`src/rtl/shift_exec_unit_if.sv`:
```
// Command/result bundle between the control unit (master) and the shift execution unit (slave).
interface shift_exec_unit_if #(
    parameter int unsigned WIDTH = 32,
    parameter int unsigned AMT_W = 5
);
    logic             start;
    logic [2:0]       func;
    logic [AMT_W-1:0] n;
    logic [WIDTH-1:0] din;
    logic [WIDTH-1:0] dout;
    logic             busy;
    logic             done;

    modport master (
        output start, func, n, din,
        input  dout, busy, done
    );

    modport slave (
        input  start, func, n, din,
        output dout, busy, done
    );
endinterface

```
`src/rtl/shift_exec_unit.sv`:
```
// Multi-cycle shifter: loads a word, then moves it one bit per clock for SLL/SRL/SRA/ROR/ROL.
module shift_exec_unit #(
    parameter int unsigned WIDTH = 32,
    parameter int unsigned AMT_W = 5
) (
    input  logic              clk,
    input  logic              reset_n,
    shift_exec_unit_if.slave  bus
);

    localparam logic [0:0] IDLE  = 1'b0;
    localparam logic [0:0] SHIFT = 1'b1;

    localparam logic [2:0] FN_NOP  = 3'b000;
    localparam logic [2:0] FN_LOAD = 3'b001;
    localparam logic [2:0] FN_SLL  = 3'b010;
    localparam logic [2:0] FN_SRL  = 3'b011;
    localparam logic [2:0] FN_SRA  = 3'b100;
    localparam logic [2:0] FN_ROR  = 3'b101;
    localparam logic [2:0] FN_ROL  = 3'b110;

    logic [0:0]       state_q, state_d;
    logic [WIDTH-1:0] dout_q,  dout_d;
    logic [AMT_W-1:0] cnt_q,   cnt_d;
    logic [2:0]       op_q,    op_d;
    logic             busy_q,  busy_d;
    logic             done_q,  done_d;

    // Single-position move for one shift clock.
    function automatic logic [WIDTH-1:0] one_step(input logic [2:0] op, input logic [WIDTH-1:0] d);
        logic [WIDTH-1:0] r;
        r = d;
        case (op)
            FN_SLL:  r = {d[WIDTH-2:0], 1'b0};
            FN_SRL:  r = {1'b0, d[WIDTH-1:1]};
            FN_SRA:  r = {d[WIDTH-1], d[WIDTH-1:1]};
            FN_ROR:  r = {d[0], d[WIDTH-1:1]};
            FN_ROL:  r = {d[WIDTH-2:0], d[WIDTH-1]};
            default: r = d;
        endcase
        return r;
    endfunction

    always_comb begin
        state_d = state_q;
        dout_d  = dout_q;
        cnt_d   = cnt_q;
        op_d    = op_q;
        done_d  = 1'b0;
        case (state_q)
            IDLE: begin
                if (bus.start) begin
                    case (bus.func)
                        FN_LOAD: begin
                            dout_d = bus.din;
                            done_d = 1'b1;
                        end
                        FN_SLL, FN_SRL, FN_SRA, FN_ROR, FN_ROL: begin
                            // A zero amount completes immediately without entering SHIFT.
                            if (bus.n == AMT_W'(0)) begin
                                done_d = 1'b1;
                            end else begin
                                op_d    = bus.func;
                                cnt_d   = bus.n;
                                state_d = SHIFT;
                            end
                        end
                        default: done_d = 1'b1;
                    endcase
                end
            end
            SHIFT: begin
                dout_d = one_step(op_q, dout_q);
                cnt_d  = cnt_q - AMT_W'(1);
                if (cnt_q == AMT_W'(1)) begin
                    done_d  = 1'b1;
                    state_d = IDLE;
                end
            end
            default: state_d = IDLE;
        endcase
        busy_d = (state_d == SHIFT);
    end

    always_ff @(posedge clk) begin
        if (!reset_n) begin
            state_q <= IDLE;
            dout_q  <= '0;
            cnt_q   <= '0;
            op_q    <= FN_NOP;
            busy_q  <= 1'b0;
            done_q  <= 1'b0;
        end else begin
            state_q <= state_d;
            dout_q  <= dout_d;
            cnt_q   <= cnt_d;
            op_q    <= op_d;
            busy_q  <= busy_d;
            done_q  <= done_d;
        end
    end

    assign bus.dout = dout_q;
    assign bus.busy = busy_q;
    assign bus.done = done_q;

endmodule
```
`src/flat_wrapper.sv`:
```
// flat-port wrapper written by rule: the top's interface ports become plain ports
module shift_exec_unit_flat 
#(
    parameter int unsigned WIDTH = 32,
    parameter int unsigned AMT_W = 5
)
  (clk, reset_n, bus_start, bus_func, bus_n, bus_din, bus_dout, bus_busy, bus_done);
  shift_exec_unit_if #(.WIDTH(WIDTH), .AMT_W(AMT_W)) bus_i ();
  input  logic clk;
  input  logic reset_n;
  input wire logic [$bits(bus_i.start)-1:0] bus_start;
  input wire logic [$bits(bus_i.func)-1:0] bus_func;
  input wire logic [$bits(bus_i.n)-1:0] bus_n;
  input wire logic [$bits(bus_i.din)-1:0] bus_din;
  output wire logic [$bits(bus_i.dout)-1:0] bus_dout;
  output wire logic [$bits(bus_i.busy)-1:0] bus_busy;
  output wire logic [$bits(bus_i.done)-1:0] bus_done;
  assign bus_i.start = bus_start;
  assign bus_i.func = bus_func;
  assign bus_i.n = bus_n;
  assign bus_i.din = bus_din;
  assign bus_dout = bus_i.dout;
  assign bus_busy = bus_i.busy;
  assign bus_done = bus_i.done;
  shift_exec_unit #(.WIDTH(WIDTH), .AMT_W(AMT_W)) u_core (.clk(clk), .reset_n(reset_n), .bus(bus_i));
endmodule
```
`config.mk`:
```
export PLATFORM = sky130hd
export DESIGN_NAME = shift_exec_unit_flat
export DESIGN_NICKNAME = d
export VERILOG_FILES = /design/src/rtl/shift_exec_unit_if.sv /design/src/rtl/shift_exec_unit.sv /design/src/flat_wrapper.sv
export SDC_FILE = /design/constraint.sdc
export NUM_CORES = 1
export LEC_CHECK = 0
export BUFFER_PORTS_ARGS = -buffer_cell sky130_fd_sc_hd__buf_4
export CORE_MARGIN = 3
export CORE_UTILIZATION = 40
export DETAILED_ROUTE_END_ITERATION = 8
export MAX_ROUTING_LAYER = met4
export PLACE_DENSITY_LB_ADDON = 0.05
export SLEW_MARGIN = 5
export SYNTH_ARGS = -nofsm -noshare
export SYNTH_HDL_FRONTEND = slang
export SYNTH_SLANG_ARGS = --single-unit
```
`constraint.sdc`:
```
create_clock -name clk -period 1.8 [get_ports clk]
set_clock_uncertainty 0.05 [all_clocks]
set_input_delay 0.27 -clock clk [delete_from_list [all_inputs] [get_ports clk]]
set_output_delay 0.27 -clock clk [all_outputs]
set_load 0.005 [all_outputs]
```
==> metrics.md <==
| Metric | Value |
|---|---|
| Outcome | `finished clean` |
| Total global-route track usage | `17.8%` |
| Signal arrival time at the worst endpoint | `1750 ps` |
| Portion of the post-synthesis area used by sequential elements | `34.4%` |
| HPWL after detailed placement | `4420 um` |
| Top cell family by delay on the critical path | `compound AO/OA/AOI/OAI gates` |
| Worst hold start | `reset_n` |
| Post-CTS setup buffer count | `0` |
| Min-Delay Path Class | `primary input to flip-flop` |
| Deepest clock path buffer count | `2` |
| Vias after detailed routing | `2183` |
| Number of inserted filler cells in the final layout | `546` |
| Flip-flop and latch count after synthesis | `42` |
| Final total negative setup slack | `0 ps` |
| CTS tree | `built` |
| Initial antenna violation count | `0` |
| Number of global-route vias before repair | `2177` |
| Pin count of the biggest net entering global routing | `30` |
| Ports | `77` |
| Total of buffers placed on input and output ports | `76` |
| Top fanout value on the critical path | `29` |
| Max-Cap Viols | `0` |
| Final GP Congestion | `0.885` |
| Worst slew margin relative to its limit | `68.4%` |
| Count of hold-fix buffers inserted at cts | `0` |
| Wire length of the first global-routing pass | `10200 um` |
| Delay contributed by the slowest stage of the critical path | `440 ps` |
| Total number of yosys warnings | `0` |
| Worst-margin pin slew | `468 ps` |
| Critical register-to-register path endpoint | `u_core.bus.dout[2]` |
| Crit path buffers/inverters | `0` |
| R2r startpoint | `u_core.op_q[2]` |
| Count of cell types in the netlist | `47` |
| Area of combinational cells with multiple inputs | `0.00143 sq mm` |
| IR Drop Worst-Case VDD | `314 uV` |
| Pre-CTS WS | `164 ps` |
| Finish-stage setup viols | `0` |
| Highest-delay cell along the critical path | `sky130_fd_sc_hd__dfxtp_1` |
| Count of nets left with antenna violations after detail routing | `0` |
| Endpoints failing hold | `0` |
| CTS clk-pin slew, worst paths | `80 ps` |
| Synth-to-Final Area Change | `27.9%` |
| Required arrival time at the worst endpoint | `1940 ps` |
| Initial standard-cell utilization of the core | `42.8%` |
| Net Count, Synth | `308` |
| DRC errors left | `0` |
| Final critical path time including I/O delays and setup | `1610 ps` |
| List of cells traversed by the critical path | `nand2b_4 > a21o_4 > mux2i_1 > a32o_1` |
| Power density normalized to cell area | `727 mW/mm^2` |
| WS Path Type | `flip-flop to flip-flop` |
| Maximum clock frequency | `0.621 GHz` |
| Type of origin of the critical path | `flip-flop` |
| Die Y | `84.1 um` |
| Area post-placement | `0.00304 sq mm` |
| Average wire length per cell after detail routing | `14.6 um` |
| CTS root buf | `sky130_fd_sc_hd__clkbuf_8` |
| Sum of overflow across all layers after global routing | `0` |
| Core box area | `0.00571 sq mm` |
| RSZ-0062 raised after global routing | `no` |
| Leakage Power | `1.50 nW` |
| Total wire length | `5970 um` |
| Total clock buffers created by CTS | `5` |
| Kind of capture point of the worst setup path | `flip-flop` |
| Number of slew-limit violations in the final report | `0` |
| CTS H-tree depth | `2` |
| Initial DRC Count | `72` |
| Met1 layer wirelength in the final routing | `2720 um` |
| Hold EP | `u_core.bus.done` |
| Routed length on met3 | `316 um` |
| Minimum setup slack in the final design | `191 ps` |
| # clock sinks | `42` |
| Max Used Layer | `met4` |
| Mean area per synthesized cell | `9.28 sq um` |
| Number of iterations in the first detailed-routing pass | `4` |
| Site Rows | `27` |
| Depth of the most critical reg-to-reg path | `4` |
| Drt via density | `5.34` |
| Layout cells sized above 1 | `40.9%` |
| Die ar. | `0.00708 sq mm` |
| Final Cycle Share | `89.4%` |
| Number of cells upsized or downsized after cts | `0` |
| Flop-to-flop setup slack | `190 ps` |
| Routed met2 length | `2850 um` |
| Syn Std Cell Area | `0.00244 sq mm` |
| Instance count along the most critical hold path | `3` |
| Area occupied by registers | `841 sq um` |
| Cell area after layout | `0.00312 sq mm` |
| Width of the chip | `84.1 um` |
| Clock latency at the later pin of the worst-skew pair | `290 ps` |
| Total number of nets in the final design | `383` |
| Cells after synthesis | `263` |
| Count of antenna diodes in the layout | `0` |
==> state kept, by name, summed over array words and instances, names as in the netlist <==
name / flops
u_core.op_q: 3
u_core.state_q: 1
u_core.cnt_q: 5
u_core.bus.done: 1
u_core.bus.dout: 32
==> cell usage after synthesis, drive strengths merged <==
cell type   n  area, sq um
clkinv      1         3.75
xnor2       1         8.76
o21a        1         7.51
nand2b      2         20.0
a21o        1         15.0
a211oi      1         12.5
nand3       7         35.0
or2        32          200
mux2i      30          300
nand2       8         30.0
nor4b       1         8.76
nor3b       1         12.5
a211o       1         8.76
nor2       38          143
ha          2         25.0
a32o       31          310
or4         1         11.3
inv         5         18.8
and2        1         6.26
and4b       1         10.0
nor4        1         6.26
clkbuf      6         22.5
nor3        1         5.00
xor2        1         8.76
a22oi       2         20.0
o31ai       2         15.0
o211a       1         17.5
a221oi      2         23.8
a21oi       9         45.0
o31a        1         8.76
a221o       1         10.0
nor2b       1         8.76
o41ai       1         8.76
o211ai      1         21.3
buf        14          133
and3        1         6.26
dfxtp      42          841
a31oi       2         12.5
o21ai       8         40.0
==> final cells by class <==
type | instances | area share, %
Inverter | 6 | 0.721
Clock buffer | 6 | 2.65
Tap cell | 72 | 2.89
Timing Repair Buffer | 88 | 21.2
Multi-Input combinational cell | 195 | 45.7
Sequential cell | 42 | 26.9
==> layer usage <==
| layer | vias up | GRT usage, % |
|---|---|---|
| met5 | - | - |
| met4 | 0 | 5.70 |
| met3 | 8 | 4.44 |
| met2 | 54 | 27.6 |
| met1 | 1000 | 22.7 |
| li1 | 1121 | - |
==> worst register-to-register path: cells and delay by family (launching register included) <==
| family | cells | cell delay [ps] |
|---|---|---|
| and+or+nand+nor | 1 | 180 |
| AOI/OAI and AO/OA | 2 | 680 |
| DFF | 1 | 440 |
| muxes | 1 | 150 |
==> where the power goes <==
part	switching [mW]	internal [mW]
Combinational	0.293	0.323
Sequential	0.0580	0.986
Clock	0.314	0.296
==> cell families after synthesis <==
group	share of synthesized area (%)
compound gates	23.6
xor+xnor	0.718
fa+ha+maj	1.02
buf+inv	7.28
flops	34.4
mux	12.3
simple gates	20.6
==> cell usage in the layout (no fill, tap or decap), drive strengths merged, types with 6 or more instances in the layout <==
cell type and count:
buf 88, dfxtp 42, nor2 38, or2 32
a32o 31, mux2i 30, a21oi 9, nand2 8
o21ai 8, nand3 7, clkbuf 6
==> how the worst max path moves through the flow <==
stage               cells past startpoint  slack (ps)            from             endpoint
finish                                  4         190  u_core.op_q[2]   u_core.bus.dout[2]
global route                            4          80  u_core.op_q[2]  u_core.bus.dout[13]
CTS                                     4         180  u_core.op_q[2]   u_core.bus.dout[8]
detailed placement                      5         160        bus_n[2]      u_core.cnt_q[4]
global placement                        5         170        bus_n[2]      u_core.cnt_q[4]
floorplan                               8         300  u_core.state_q   u_core.bus.dout[0]
==> per-stage QoR <==
stage                     power, mW  hold slack (ps)  utilization [%]  instances
after floorplan                1.48              334                -        263
after global placement         1.69              423             53.2        403
after detailed placement       1.69              432             53.2        403
after CTS                      2.30              175             54.7        409
after global routing           2.41              193             54.7        409
final                          2.27              182             54.7        409
Note: power is estimated with default switching activity, not from simulation.
